$ cat src/rtl/pong_pkg.sv
// Shared playfield constants, FSM state type and winner encodings for the
// pong score keeper.
package pong_pkg;

  localparam int X_W     = 6;
  localparam int Y_W     = 5;
  localparam int FIELD_W = 64;
  localparam int FIELD_H = 32;

  localparam int LEFT_COL  = 1;
  localparam int RIGHT_COL = 62;

  typedef enum logic [1:0] {
    ST_IDLE       = 2'd0,
    ST_PLAY       = 2'd1,
    ST_POINT_HOLD = 2'd2,
    ST_GAME_OVER  = 2'd3
  } state_e;

  localparam logic [1:0] WIN_NONE  = 2'b00;
  localparam logic [1:0] WIN_LEFT  = 2'b01;
  localparam logic [1:0] WIN_RIGHT = 2'b10;

endpackage

$ cat src/rtl/paddle_hit_check.sv
// Combinational paddle span test: hit when paddle_y <= ball_y <= paddle_y+PADDLE_H-1.
module paddle_hit_check
  import pong_pkg::*;
#(
  parameter int PADDLE_H = 6
) (
  input  logic [Y_W-1:0] ball_y,
  input  logic [Y_W-1:0] paddle_y,
  output logic           hit
);

  localparam int             EXT_W = Y_W + 1;
  localparam logic [EXT_W-1:0] SPAN = EXT_W'(PADDLE_H - 1);

  logic [EXT_W-1:0] ball_ext;
  logic [EXT_W-1:0] top_ext;
  logic [EXT_W-1:0] bot_ext;

  // One extra bit keeps the bottom edge from wrapping; rows past 31 simply never match.
  assign ball_ext = {1'b0, ball_y};
  assign top_ext  = {1'b0, paddle_y};
  assign bot_ext  = top_ext + SPAN;
  assign hit      = (ball_ext >= top_ext) && (ball_ext <= bot_ext);

endmodule

$ cat src/rtl/pong_score_keeper.sv
// Pong score keeper: detects paddle hits/misses at the goal columns, keeps the
// scores and sequences serve, point hold and game over.
module pong_score_keeper #(
  parameter int PADDLE_H    = 6,
  parameter int WIN_SCORE   = 9,
  parameter int SCORE_W     = 4,
  parameter int LEFT_COL    = pong_pkg::LEFT_COL,
  parameter int RIGHT_COL   = pong_pkg::RIGHT_COL,
  parameter int HOLD_CYCLES = 8
) (
  input  logic               clk,
  input  logic               reset,
  input  logic [5:0]         ball_x,
  input  logic [4:0]         ball_y,
  input  logic               ball_move,
  input  logic [4:0]         paddle_l_y,
  input  logic [4:0]         paddle_r_y,
  input  logic               start,
  output logic [SCORE_W-1:0] score_l,
  output logic [SCORE_W-1:0] score_r,
  output logic               hit_l,
  output logic               hit_r,
  output logic               point_l,
  output logic               point_r,
  output logic               serve_req,
  output logic               game_active,
  output logic [1:0]         winner
);

  import pong_pkg::*;

  localparam int                 HOLD_W    = (HOLD_CYCLES > 1) ? $clog2(HOLD_CYCLES) : 1;
  localparam logic [HOLD_W-1:0]  HOLD_LOAD = HOLD_W'(HOLD_CYCLES - 1);
  localparam logic [SCORE_W-1:0] WIN_VAL   = SCORE_W'(WIN_SCORE);
  localparam logic [X_W-1:0]     LCOL      = X_W'(LEFT_COL);
  localparam logic [X_W-1:0]     RCOL      = X_W'(RIGHT_COL);

  state_e              state_q, state_d;
  logic [SCORE_W-1:0]  score_l_q, score_l_d;
  logic [SCORE_W-1:0]  score_r_q, score_r_d;
  logic                hit_l_q, hit_l_d;
  logic                hit_r_q, hit_r_d;
  logic                point_l_q, point_l_d;
  logic                point_r_q, point_r_d;
  logic                serve_req_q, serve_req_d;
  logic [1:0]          winner_q, winner_d;
  logic                armed_q, armed_d;
  logic [HOLD_W-1:0]   hold_q, hold_d;

  logic paddle_l_hit;
  logic paddle_r_hit;
  logic contact_l;
  logic contact_r;
  logic mid_field;

  paddle_hit_check #(.PADDLE_H(PADDLE_H)) u_hit_l (
    .ball_y   (ball_y),
    .paddle_y (paddle_l_y),
    .hit      (paddle_l_hit)
  );

  paddle_hit_check #(.PADDLE_H(PADDLE_H)) u_hit_r (
    .ball_y   (ball_y),
    .paddle_y (paddle_r_y),
    .hit      (paddle_r_hit)
  );

  assign contact_l = (ball_x <= LCOL);
  assign contact_r = (ball_x >= RCOL);
  assign mid_field = (ball_x > LCOL) && (ball_x < RCOL);

  function automatic logic [SCORE_W-1:0] sat_inc(input logic [SCORE_W-1:0] s);
    return (s >= WIN_VAL) ? WIN_VAL : s + 1'b1;
  endfunction

  always_comb begin
    state_d     = state_q;
    score_l_d   = score_l_q;
    score_r_d   = score_r_q;
    winner_d    = winner_q;
    armed_d     = armed_q;
    hold_d      = hold_q;
    hit_l_d     = 1'b0;
    hit_r_d     = 1'b0;
    point_l_d   = 1'b0;
    point_r_d   = 1'b0;
    serve_req_d = 1'b0;

    case (state_q)
      ST_IDLE, ST_GAME_OVER: begin
        if (start) begin
          score_l_d   = '0;
          score_r_d   = '0;
          winner_d    = WIN_NONE;
          serve_req_d = 1'b1;
          armed_d     = 1'b1;
          state_d     = ST_PLAY;
        end
      end

      ST_PLAY: begin
        // Contacts are judged on the position held before this move takes effect.
        if (ball_move) begin
          if (armed_q && contact_l) begin
            armed_d = 1'b0;
            if (paddle_l_hit) begin
              hit_l_d = 1'b1;
            end else begin
              score_r_d = sat_inc(score_r_q);
              point_r_d = 1'b1;
              hold_d    = HOLD_LOAD;
              state_d   = ST_POINT_HOLD;
            end
          end else if (armed_q && contact_r) begin
            armed_d = 1'b0;
            if (paddle_r_hit) begin
              hit_r_d = 1'b1;
            end else begin
              score_l_d = sat_inc(score_l_q);
              point_l_d = 1'b1;
              hold_d    = HOLD_LOAD;
              state_d   = ST_POINT_HOLD;
            end
          end else if (mid_field) begin
            armed_d = 1'b1;
          end
        end
      end

      ST_POINT_HOLD: begin
        if (hold_q == '0) begin
          if (score_l_q == WIN_VAL) begin
            winner_d = WIN_LEFT;
            state_d  = ST_GAME_OVER;
          end else if (score_r_q == WIN_VAL) begin
            winner_d = WIN_RIGHT;
            state_d  = ST_GAME_OVER;
          end else begin
            serve_req_d = 1'b1;
            armed_d     = 1'b1;
            state_d     = ST_PLAY;
          end
        end else begin
          hold_d = hold_q - 1'b1;
        end
      end

      default: state_d = ST_IDLE;
    endcase
  end

  always_ff @(posedge clk or negedge reset) begin
    if (!reset) begin
      state_q     <= ST_IDLE;
      score_l_q   <= '0;
      score_r_q   <= '0;
      hit_l_q     <= 1'b0;
      hit_r_q     <= 1'b0;
      point_l_q   <= 1'b0;
      point_r_q   <= 1'b0;
      serve_req_q <= 1'b0;
      winner_q    <= WIN_NONE;
      armed_q     <= 1'b1;
      hold_q      <= '0;
    end else begin
      state_q     <= state_d;
      score_l_q   <= score_l_d;
      score_r_q   <= score_r_d;
      hit_l_q     <= hit_l_d;
      hit_r_q     <= hit_r_d;
      point_l_q   <= point_l_d;
      point_r_q   <= point_r_d;
      serve_req_q <= serve_req_d;
      winner_q    <= winner_d;
      armed_q     <= armed_d;
      hold_q      <= hold_d;
    end
  end

  assign score_l     = score_l_q;
  assign score_r     = score_r_q;
  assign hit_l       = hit_l_q;
  assign hit_r       = hit_r_q;
  assign point_l     = point_l_q;
  assign point_r     = point_r_q;
  assign serve_req   = serve_req_q;
  assign winner      = winner_q;
  assign game_active = (state_q == ST_PLAY) || (state_q == ST_POINT_HOLD);

endmodule
$ cat config.mk
export PLATFORM = sky130hd
export DESIGN_NAME = pong_score_keeper
export DESIGN_NICKNAME = d
export VERILOG_FILES = /design/src/rtl/pong_pkg.sv /design/src/rtl/paddle_hit_check.sv /design/src/rtl/pong_score_keeper.sv
export SDC_FILE = /design/constraint.sdc
export NUM_CORES = 1
export LEC_CHECK = 0
export ABC_CLOCK_PERIOD_IN_PS = 1750
export CORE_MARGIN = 2
export CORE_UTILIZATION = 45
export CTS_CLUSTER_SIZE = 14
export DETAILED_ROUTE_END_ITERATION = 10
export MAX_ROUTING_LAYER = met4
export PLACE_DENSITY = 0.75
export SLEW_MARGIN = 20
export SYNTH_ARGS = -nofsm -noshare
export SYNTH_HDL_FRONTEND = slang
export SYNTH_SLANG_ARGS = --single-unit
$ cat constraint.sdc
create_clock -name clk -period 1.75 [get_ports clk]
set_input_delay 0.2625 -clock clk [delete_from_list [all_inputs] [get_ports clk]]
set_output_delay 0.2625 -clock clk [all_outputs]
set_load 0.01 [all_outputs]
# [Yosys cells after proc, flatten, opt, wreduce, memory -nomap -nowiden]
# Cells that the tools add are included.
[classes] n_addsub=5 order_cmp=10 eq_ne=21 muxes=66 n_reduce_logical=18
[op_table] op="$mux 4" count=10
[op_table] op="$mux 1" count=30
[op_table] op="$mux 2" count=13
[op_table] op="$reduce_and 6->1" count=4
[op_table] op="$ne 2x2->1 const B" count=11
[op_table] op="$mux 3" count=6
[op_table] op="$pmux 4 s2" count=2
[op_table] op="$add 5x3->6 const B" count=2
[op_table] op="$le 5x6->1" count=2
[op_table] op="$ne 3x3->1 const B" count=4
[op_table] op="$ge 5x5->1" count=2
[op_table] op="$add 4x1->4 const B" count=2
[op_table] op="$eq 4x4->1 const B" count=2
[op_table] op="$ge 4x4->1 const B" count=2
[op_table] op="$ge 6x6->1 const B" count=1
[op_table] op="$gt 6x1->1 const B" count=1
[op_table] op="$le 6x1->1 const B" count=1
[op_table] op="$lt 6x6->1 const B" count=1
[op_table] op="$pmux 2 s3" count=1
[op_table] op="$pmux 3 s2" count=1
[op_table] op="$reduce_bool 2->1" count=3
[op_table] op="$logic_and 1x1->1" count=5
[op_table] op="$reduce_and 5->1" count=1
[op_table] op="$eq 2x2->1 const B" count=2
[op_table] op="other kinds (11)" count=11
[totals] register_bits=21 input_bits=25

# [Longest topological paths before layout]
# Gate-level depths: netlist of run 1.
[logic_depth] word_depth=8 depth_mapped=10 depth_no_buf=10

# [Cells and area by module]
# Synthesis of run 1 repeated with hierarchy kept, for this count alone.
[unflattened] hier_cells=220 hier_area_um2=1963.1
[modules_own_cells] mod="pong_score_keeper" instances=1 cells_each=145 area_each_um2=1386.3 seq_area_each_um2=526.8
[modules_own_cells] mod="paddle_hit_check (u_hit_l)" instances=1 cells_each=37 area_each_um2=291.5 seq_area_each_um2=0.0
[modules_own_cells] mod="paddle_hit_check (u_hit_r)" instances=1 cells_each=38 area_each_um2=285.3 seq_area_each_um2=0.0

# [Least setup slack after synthesis of run 1]
# OpenSTA, ideal clock, no wires.
[synth_path] path_type="input -> register" start="in paddle_l_y[0]" end="reg state_q[1]" arrival_time_ps=2163 required_time_ps=1622 slack_ps=-540 stages=10 n_path_buf=0 path_cell_list="ha_1 > o21ai_0 > xnor2_1 > ha_1 > nand3_1 > o21bai_1 > a21oi_1 > o21bai_4 > a31oi_2 > mux2_1"
[synth_between] elab_chain_len=5
[synth_rtl] item="start, declared" line="pong_score_keeper.sv:16" text="input logic [4:0] paddle_l_y,"
[synth_rtl] item="$add 5x3->6" line="paddle_hit_check.sv:22" text="assign bot_ext = top_ext + SPAN;"
[synth_rtl] item="$le 5x6->1" line="paddle_hit_check.sv:23" text="assign hit = (ball_ext >= top_ext) && (ball_ext <= bot_ext);"
[synth_rtl] item="$logic_and 1x1->1 (*)" line="paddle_hit_check.sv:23"
[synth_rtl] item="$ne 3x3->1 (no line) (*)"
[synth_rtl] item="$reduce_and 6->1 (no line) (*)"
[synth_rtl] item="end signal, assigned" line="pong_score_keeper.sv:166" text="state_q <= state_d;"
[synth_rtl] item="end, declared" line="pong_score_keeper.sv:38" text="state_e state_q, state_d;"
# Every way passes the cells marked *; elsewhere a longest branch is shown, timed or not.
# A chain may end at the register's enable or synchronous reset.

# [Worst setup path in the final report of run 1]
[layout_path] start="in paddle_r_y[1]" end="reg hold_q[0]"
[layout_between] elab_chain_len=5
[layout_rtl] item="start, declared" line="pong_score_keeper.sv:17" text="input logic [4:0] paddle_r_y,"
[layout_rtl] item="$add 5x3->6" line="paddle_hit_check.sv:22"
[layout_rtl] item="$le 5x6->1" line="paddle_hit_check.sv:23"
[layout_rtl] item="$logic_and 1x1->1 (*)" line="paddle_hit_check.sv:23"
[layout_rtl] item="$ne 3x3->1 (no line) (*)"
[layout_rtl] item="$reduce_and 6->1 (no line) (*)"
[layout_rtl] item="end signal, assigned" line="pong_score_keeper.sv:176" text="hold_q <= hold_d;"
[layout_rtl] item="end, declared" line="pong_score_keeper.sv:48" text="logic [HOLD_W-1:0] hold_q, hold_d;"
# Marked as above.

==> impl_metrics.ini, run 1 <==
[job]
maxCapViolCount = 0

[timing]
setup_ws_ps = -496.8
max_freq_mhz = 445.1
min_period_over_period_pct = 128.4
slew_headroom_pct = 70.25
setup_violations = 16
post-route-min-period_ps = 2247
finClkSkew_ps = 8.935
hold_viol = 0
maxSlewViolCount = 0
holdWs_ps = 328.9
worstMarginPinSlew_ps = 444.9
rsz0062_at_grt = yes

[cells_and_area]
fin_nets = 377
drive_gt1_share_pct = 44.65
final_util_pct = 81.68
design_area_sq_um = 3314
syn_to_final_growth_pct = 72.69
mostFrequentLayoutCell = buf_4
final_cells = 369
final_cell_mix = buf_4 (49), ha_1 (26), clkdlybuf4s50_1 (21), nand2_1 (20), dfrtp_1 (19)

[global_routing]
gr-usage-all-layers_pct = 26.52
grt_pass1_vias = 2121
grt-ovfl-total = 0
grt_pass1_wl_microns = 10170
antenna_found_initial = 1
grt_max_degree = 22

[yosys]
yosysSeqAreaShare_pct = 27.44
synth.cell_area_sq_um = 1919
synth_top_cell_area_share_pct = 26.08
post-synth-top-area-cell = dfrtp_1
synth_seq_cells = 21
syn_inst = 219
synthArstFlopShare_pct = 100.0
yosysWarnings = 0
synth_area_per_cell_sq_um = 8.764
synth_ff_type = dfrtp_1
syn_nets = 277
post_synth_main_area_contributors = dfrtp_1 (26%), ha_1 (22%), inv_1 (4.7%)
synth_edf_count = 0
synth_cell_types = 50

[drt]
dr.pass1.iters = 5
wirelength_microns = 7236
drcViolationCount = 0
routed_via_density = 5.808
ant_nets = 0
drtIter0Drc = 130
wl_per_cell_microns = 19.61
vias = 2143

[pwr]
power_mw = 3.711
ir_drop_mv = 0.7174
p_per_area_nw_per_um2 = 1120
leakage_nw = 1.476

[cts]
root_buffer = clkbuf_8
htreeDepth = 1
worst_skew_pair.late_latency_ps = 280
cts_tree = yes
clock-sinks = 21
clk_path_buf_depth = 2
cts-hold-fix-buffers = 0
clk_pin_slew_worst_paths_ps = 90
cts_buffers = 3

[placement]
port_buffers = 39
hpwlAfterDp_microns = 3871
placedCellCount = 346
dpl_cell_area_sq_um = 2736
gp_congestion = 0.8603

[floorplanning]
core_sq_um = 4058
die_width_microns = 69.31
die_area_sq_um = 4804
ios = 41
dieHeight_microns = 69.31
rows = 23
start_util_pct = 47.30

[setup_path]
critical_path_class = in2reg
cp-end-kind = flip-flop
reg2regPathDepth = 6
r2r_setup_slack_ps = -140
r2r-end = score_l[2]$_DFFE_PN0P_
required_ps = 1940
worstPathMaxFanout = 5
start_kind = input pin
r2r_start = state_q[1]$_DFFE_PN0P_
arrival_ps = 2440

[status]
status = complete, but fails checks
violations = negative setup slack

[min_path]
min_path_type = in2async
flip-flops by register name, indices dropped and copies added, names as in the netlist:
name       flops
armed_q        1
hit_l          1
hit_r          1
hold_q         3
point_l        1
point_r        1
score_l        4
score_r        4
serve_req      1
state_q        2
winner         2
how the worst max path moves through the flow:
stage | from | end | slack (ps) | depth (start not counted)
after floorplan | paddle_r_y[0] | score_l[2]$_DFFE_PN0P_ | -400 | 10
after global placement | paddle_r_y[0] | score_l[2]$_DFFE_PN0P_ | -1030 | 11
after detailed placement | paddle_r_y[0] | score_l[2]$_DFFE_PN0P_ | -1130 | 11
after CTS | paddle_r_y[1] | score_l[2]$_DFFE_PN0P_ | -350 | 11
after global routing | paddle_r_y[0] | hold_q[0]$_DFFE_PN0P_ | -610 | 12
final | paddle_r_y[1] | hold_q[0]$_DFFE_PN0P_ | -500 | 12
final cells by class:
type | instances | area (sq um)
antenna | 1 | 2.502
clock buffer | 3 | 41.29
clock inverter | 1 | 5.005
fill | 235 | 743.2
inverter | 24 | 90.09
multi-input combinational | 170 | 1684
sequential | 21 | 528.0
tap | 50 | 62.56
timing repair buffer | 99 | 900.9
metrics by stage:
step                TNS [ps]  worst slack [ps]
finish                 -5307            -496.8
global route           -6475            -610.9
floorplan              -2974            -396.1
global placement      -14220             -1033
detailed placement    -15590             -1132
CTS                    -2903            -353.9
logic make-up after synthesis:
family	count (synthesis)	synth area share [%]
simple gates	66	17.21
compound gates	61	23.40
fa+ha+maj	33	21.51
buf+inv	28	5.476
flops	21	27.44
xor+xnor	6	2.738
mux	4	2.216
what timing repair did:
item	in CTS	in global routing
endpoints found under the setup margin	19	21
endpoints found under the hold margin	0	0
resized for setup	92	37
setup buffers	14	6
pin swaps	45	24
power breakdown:
part	switching (mW)	internal [mW]	total (mW)
logic	1.36	1.31	2.67
clock network	0.189	0.160	0.349
registers	0.0916	0.600	0.692
total	1.64	2.07	3.71
worst max-delay path, stage by stage:
cell and delay (ps):
buf_8 110, ha_4 160, o21ai_4 130, xnor2_2 90, ha_1 360, buf_4 170
a21oi_2 200, a21oi_4 110, o211ai_4 290, o211ai_1 150, buf_4 180, a32oi_1 220
routing by layer:
metal	up-vias	part of all wire, %	global-route usage (%)
met5	-	0	-
met4	0	3.1	3.922
met3	24	5.0	3.924
met2	96	53	45.30
met1	1041	39	34.12
li1	982	-	-
cells in the mapped netlist (all sizes together) (2+ instances only):
cell type,instances
ha,33
inv,24
nand2,22
dfrtp,20
nor2,18
a21oi,16
o21ai,8
nand3,7
a21o,5
o211ai,5
clkbuf,4
nor2b,4
o21a,4
xnor2,4
a31oi,3
nand3b,3
o21bai,3
o32ai,3
a211oi,2
a32oi,2
mux2,2
mux2i,2
nand2b,2
nand4,2
nor3,2
o22ai,2
or4b,2
xor2,2
Power figures use the tool's default switching activity.
==> run 2, diff against run 1 <==
GPL_TIMING_DRIVEN = 0   (was unset)
==> impl_metrics.ini, run 2 (synthesis results as in run 1) <==
[status]
status = complete, but fails checks
violations = negative setup slack

[placement]
gp_congestion = 0.8529
place_ws_ps = -1176
dpl_cell_area_sq_um = 2424
hpwlAfterDp_microns = 3304
port_buffers = 39
placedCellCount = 308

[pwr]
clockPowerShare_pct = 11.0
p_sw_mw = 1.338
switching_share_pct = 43.78
p_per_area_nw_per_um2 = 1043
seqPwrFrac_pct = 23.9
share_comb_of_total_power_pct = 65.2
intPower_mw = 1.718
ir_drop_mv = 0.6051
leakage_nw = 1.299

[min_path]
min_path_type = in2async

[cells_and_area]
drive_gt1_share_pct = 33.68
final_cells = 338
design_area_sq_um = 2932
syn_to_final_growth_pct = 52.74
fin_nets = 347
final_cell_mix = ha_1 (26), clkdlybuf4s50_1 (22), nand2_1 (20), dfrtp_1 (19), buf_4 (17)
mostFrequentLayoutCell = ha_1
n_antenna_cell = 0

[global_routing]
grt_pass1_vias = 1694
grt.busiest_layer = met2
gr-usage-all-layers_pct = 21.27
met1_usage_pct = 27.91
use_met3_pct = 3.198
grt_max_degree = 22
grt-ovfl-total = 0
met2_usage_pct = 34.94
antenna_found_initial = 0
grt_pass1_wl_microns = 8148

[cts]
cts_buffers = 3
cts_tree = yes
clock-sinks = 21
worst_skew_pair.late_latency_ps = 270
root_buffer = clkbuf_8
clk_path_buf_depth = 2
clk_pin_slew_worst_paths_ps = 80
htreeDepth = 1

[setup_path]
arrival_ps = 2380
slowest_stage = or4b_1
r2r_setup_slack_ps = -70
required_ps = 1950
reg2regPathDepth = 7
startpoint = paddle_r_y[1]
cp-end-kind = flip-flop
path_cells = buf_8 > ha_4 > o21ai_4 > xnor2_2 > ha_1 > nand3_2 > o21bai_4 > a21oi_4 > o211ai_4 > buf_6 > or4b_1 > o21ai_1
slowest_delay_ps = 460
r2r-end = score_l[1]$_DFFE_PN0P_
critical_path.endpoint = score_l[1]$_DFFE_PN0P_
worstPathMaxFanout = 4
r2r_start = state_q[0]$_DFFE_PN0P_
critical_path_class = in2reg
start_kind = input pin

[job]
maxCapViolCount = 0

[timing]
max_freq_mhz = 459.1
rsz0062_at_grt = yes
worstMarginPinSlew_ps = 513.3
finClkSkew_ps = 5.263
maxSlewViolCount = 0
setup_violations = 15
tns_ps = -3685
slew_headroom_pct = 65.78
holdWs_ps = 487.8
min_period_over_period_pct = 124.5
setup_ws_ps = -428.3
hold_viol = 0
post-route-min-period_ps = 2178

[floorplanning]
rows = 23
ios = 41
die_area_sq_um = 4804
start_util_pct = 47.30
die_width_microns = 69.31
dieHeight_microns = 69.31
core_sq_um = 4058

[drt]
ant_nets = 0
drcViolationCount = 0
drtIter0Drc = 112
vias = 1854
routed_via_density = 5.485
wirelength_microns = 5091
dr.pass1.iters = 4
wl_per_cell_microns = 15.06
## run 2: repair_timing
item / CTS / global route
cloned: 0 / 0
setup endpoints to repair: 21 / 19
gates resized for setup: 91 / 28
setup buffers: 16 / 11
hold buffers: 0 / 1
hold endpoints to repair: 0 / 20
pin swaps: 25 / 16
## run 2: through the flow
| stage | power [mW] | utilization (%) |
|---|---|---|
| 5_1_grt | 3.298 | 72.25 |
| 3_3_place_gp | 2.150 | 59.73 |
| 6_report | 3.056 | 72.25 |
| 3_5_place_dp | 2.192 | 59.73 |
| 2_1_floorplan | 1.698 | - |
| 4_1_cts | 2.807 | 67.81 |
## run 2: layout make-up
class                   count  area, sq um
multi-input cells         170         1567
fillers                   284         1126
repair buffers             65        614.3
flip-flops and latches     21        528.0
inverters                  24        90.09
well taps                  50        62.56
clock buffers               4        45.04
plain buffers               4        25.02
## run 2: power groups by stage
stage	logic (mW)	registers, mW	clock network [mW]
6_report	1.99	0.730	0.335
5_1_grt	2.19	0.750	0.358
4_1_cts	1.75	0.715	0.341
3_5_place_dp	1.48	0.715	0
3_3_place_gp	1.44	0.713	0
2_1_floorplan	0.977	0.721	0
## run 2: how the worst min path moves through the flow
stage	depth (start not counted)	slack, ps	startpoint	end
floorplan	0	-30	reset	hit_l$_DFF_PN0_
global route	2	540	reset	state_q[1]$_DFFE_PN0P_
CTS	1	510	hold_q[0]$_DFFE_PN0P_	hold_q[0]$_DFFE_PN0P_
detailed placement	1	500	winner[0]$_DFFE_PN0P_	winner[0]$_DFFE_PN0P_
global placement	1	490	hold_q[0]$_DFFE_PN0P_	hold_q[0]$_DFFE_PN0P_
finish	2	490	reset	hit_r$_DFF_PN0_
## run 2: critical path: cells and delay by family
kind                       cells  cell delay, ps
AOI/OAI and AO/OA              5             730
and+or+nand+nor                2             550
adders and majority gates      2             480
buffers and inverters          2             260
xor gates and xnor gates       1              80
## run 2: layer usage
| metal | share of wire, % | vias to the layer above | wire length (microns) |
|---|---|---|---|
| met5 | 0 | - | 0 |
| met4 | 0.71 | 0 | 36 |
| met3 | 2.7 | 4 | 137 |
| met2 | 51 | 37 | 2572 |
| met1 | 46 | 891 | 2345 |
| li1 | - | 922 | - |
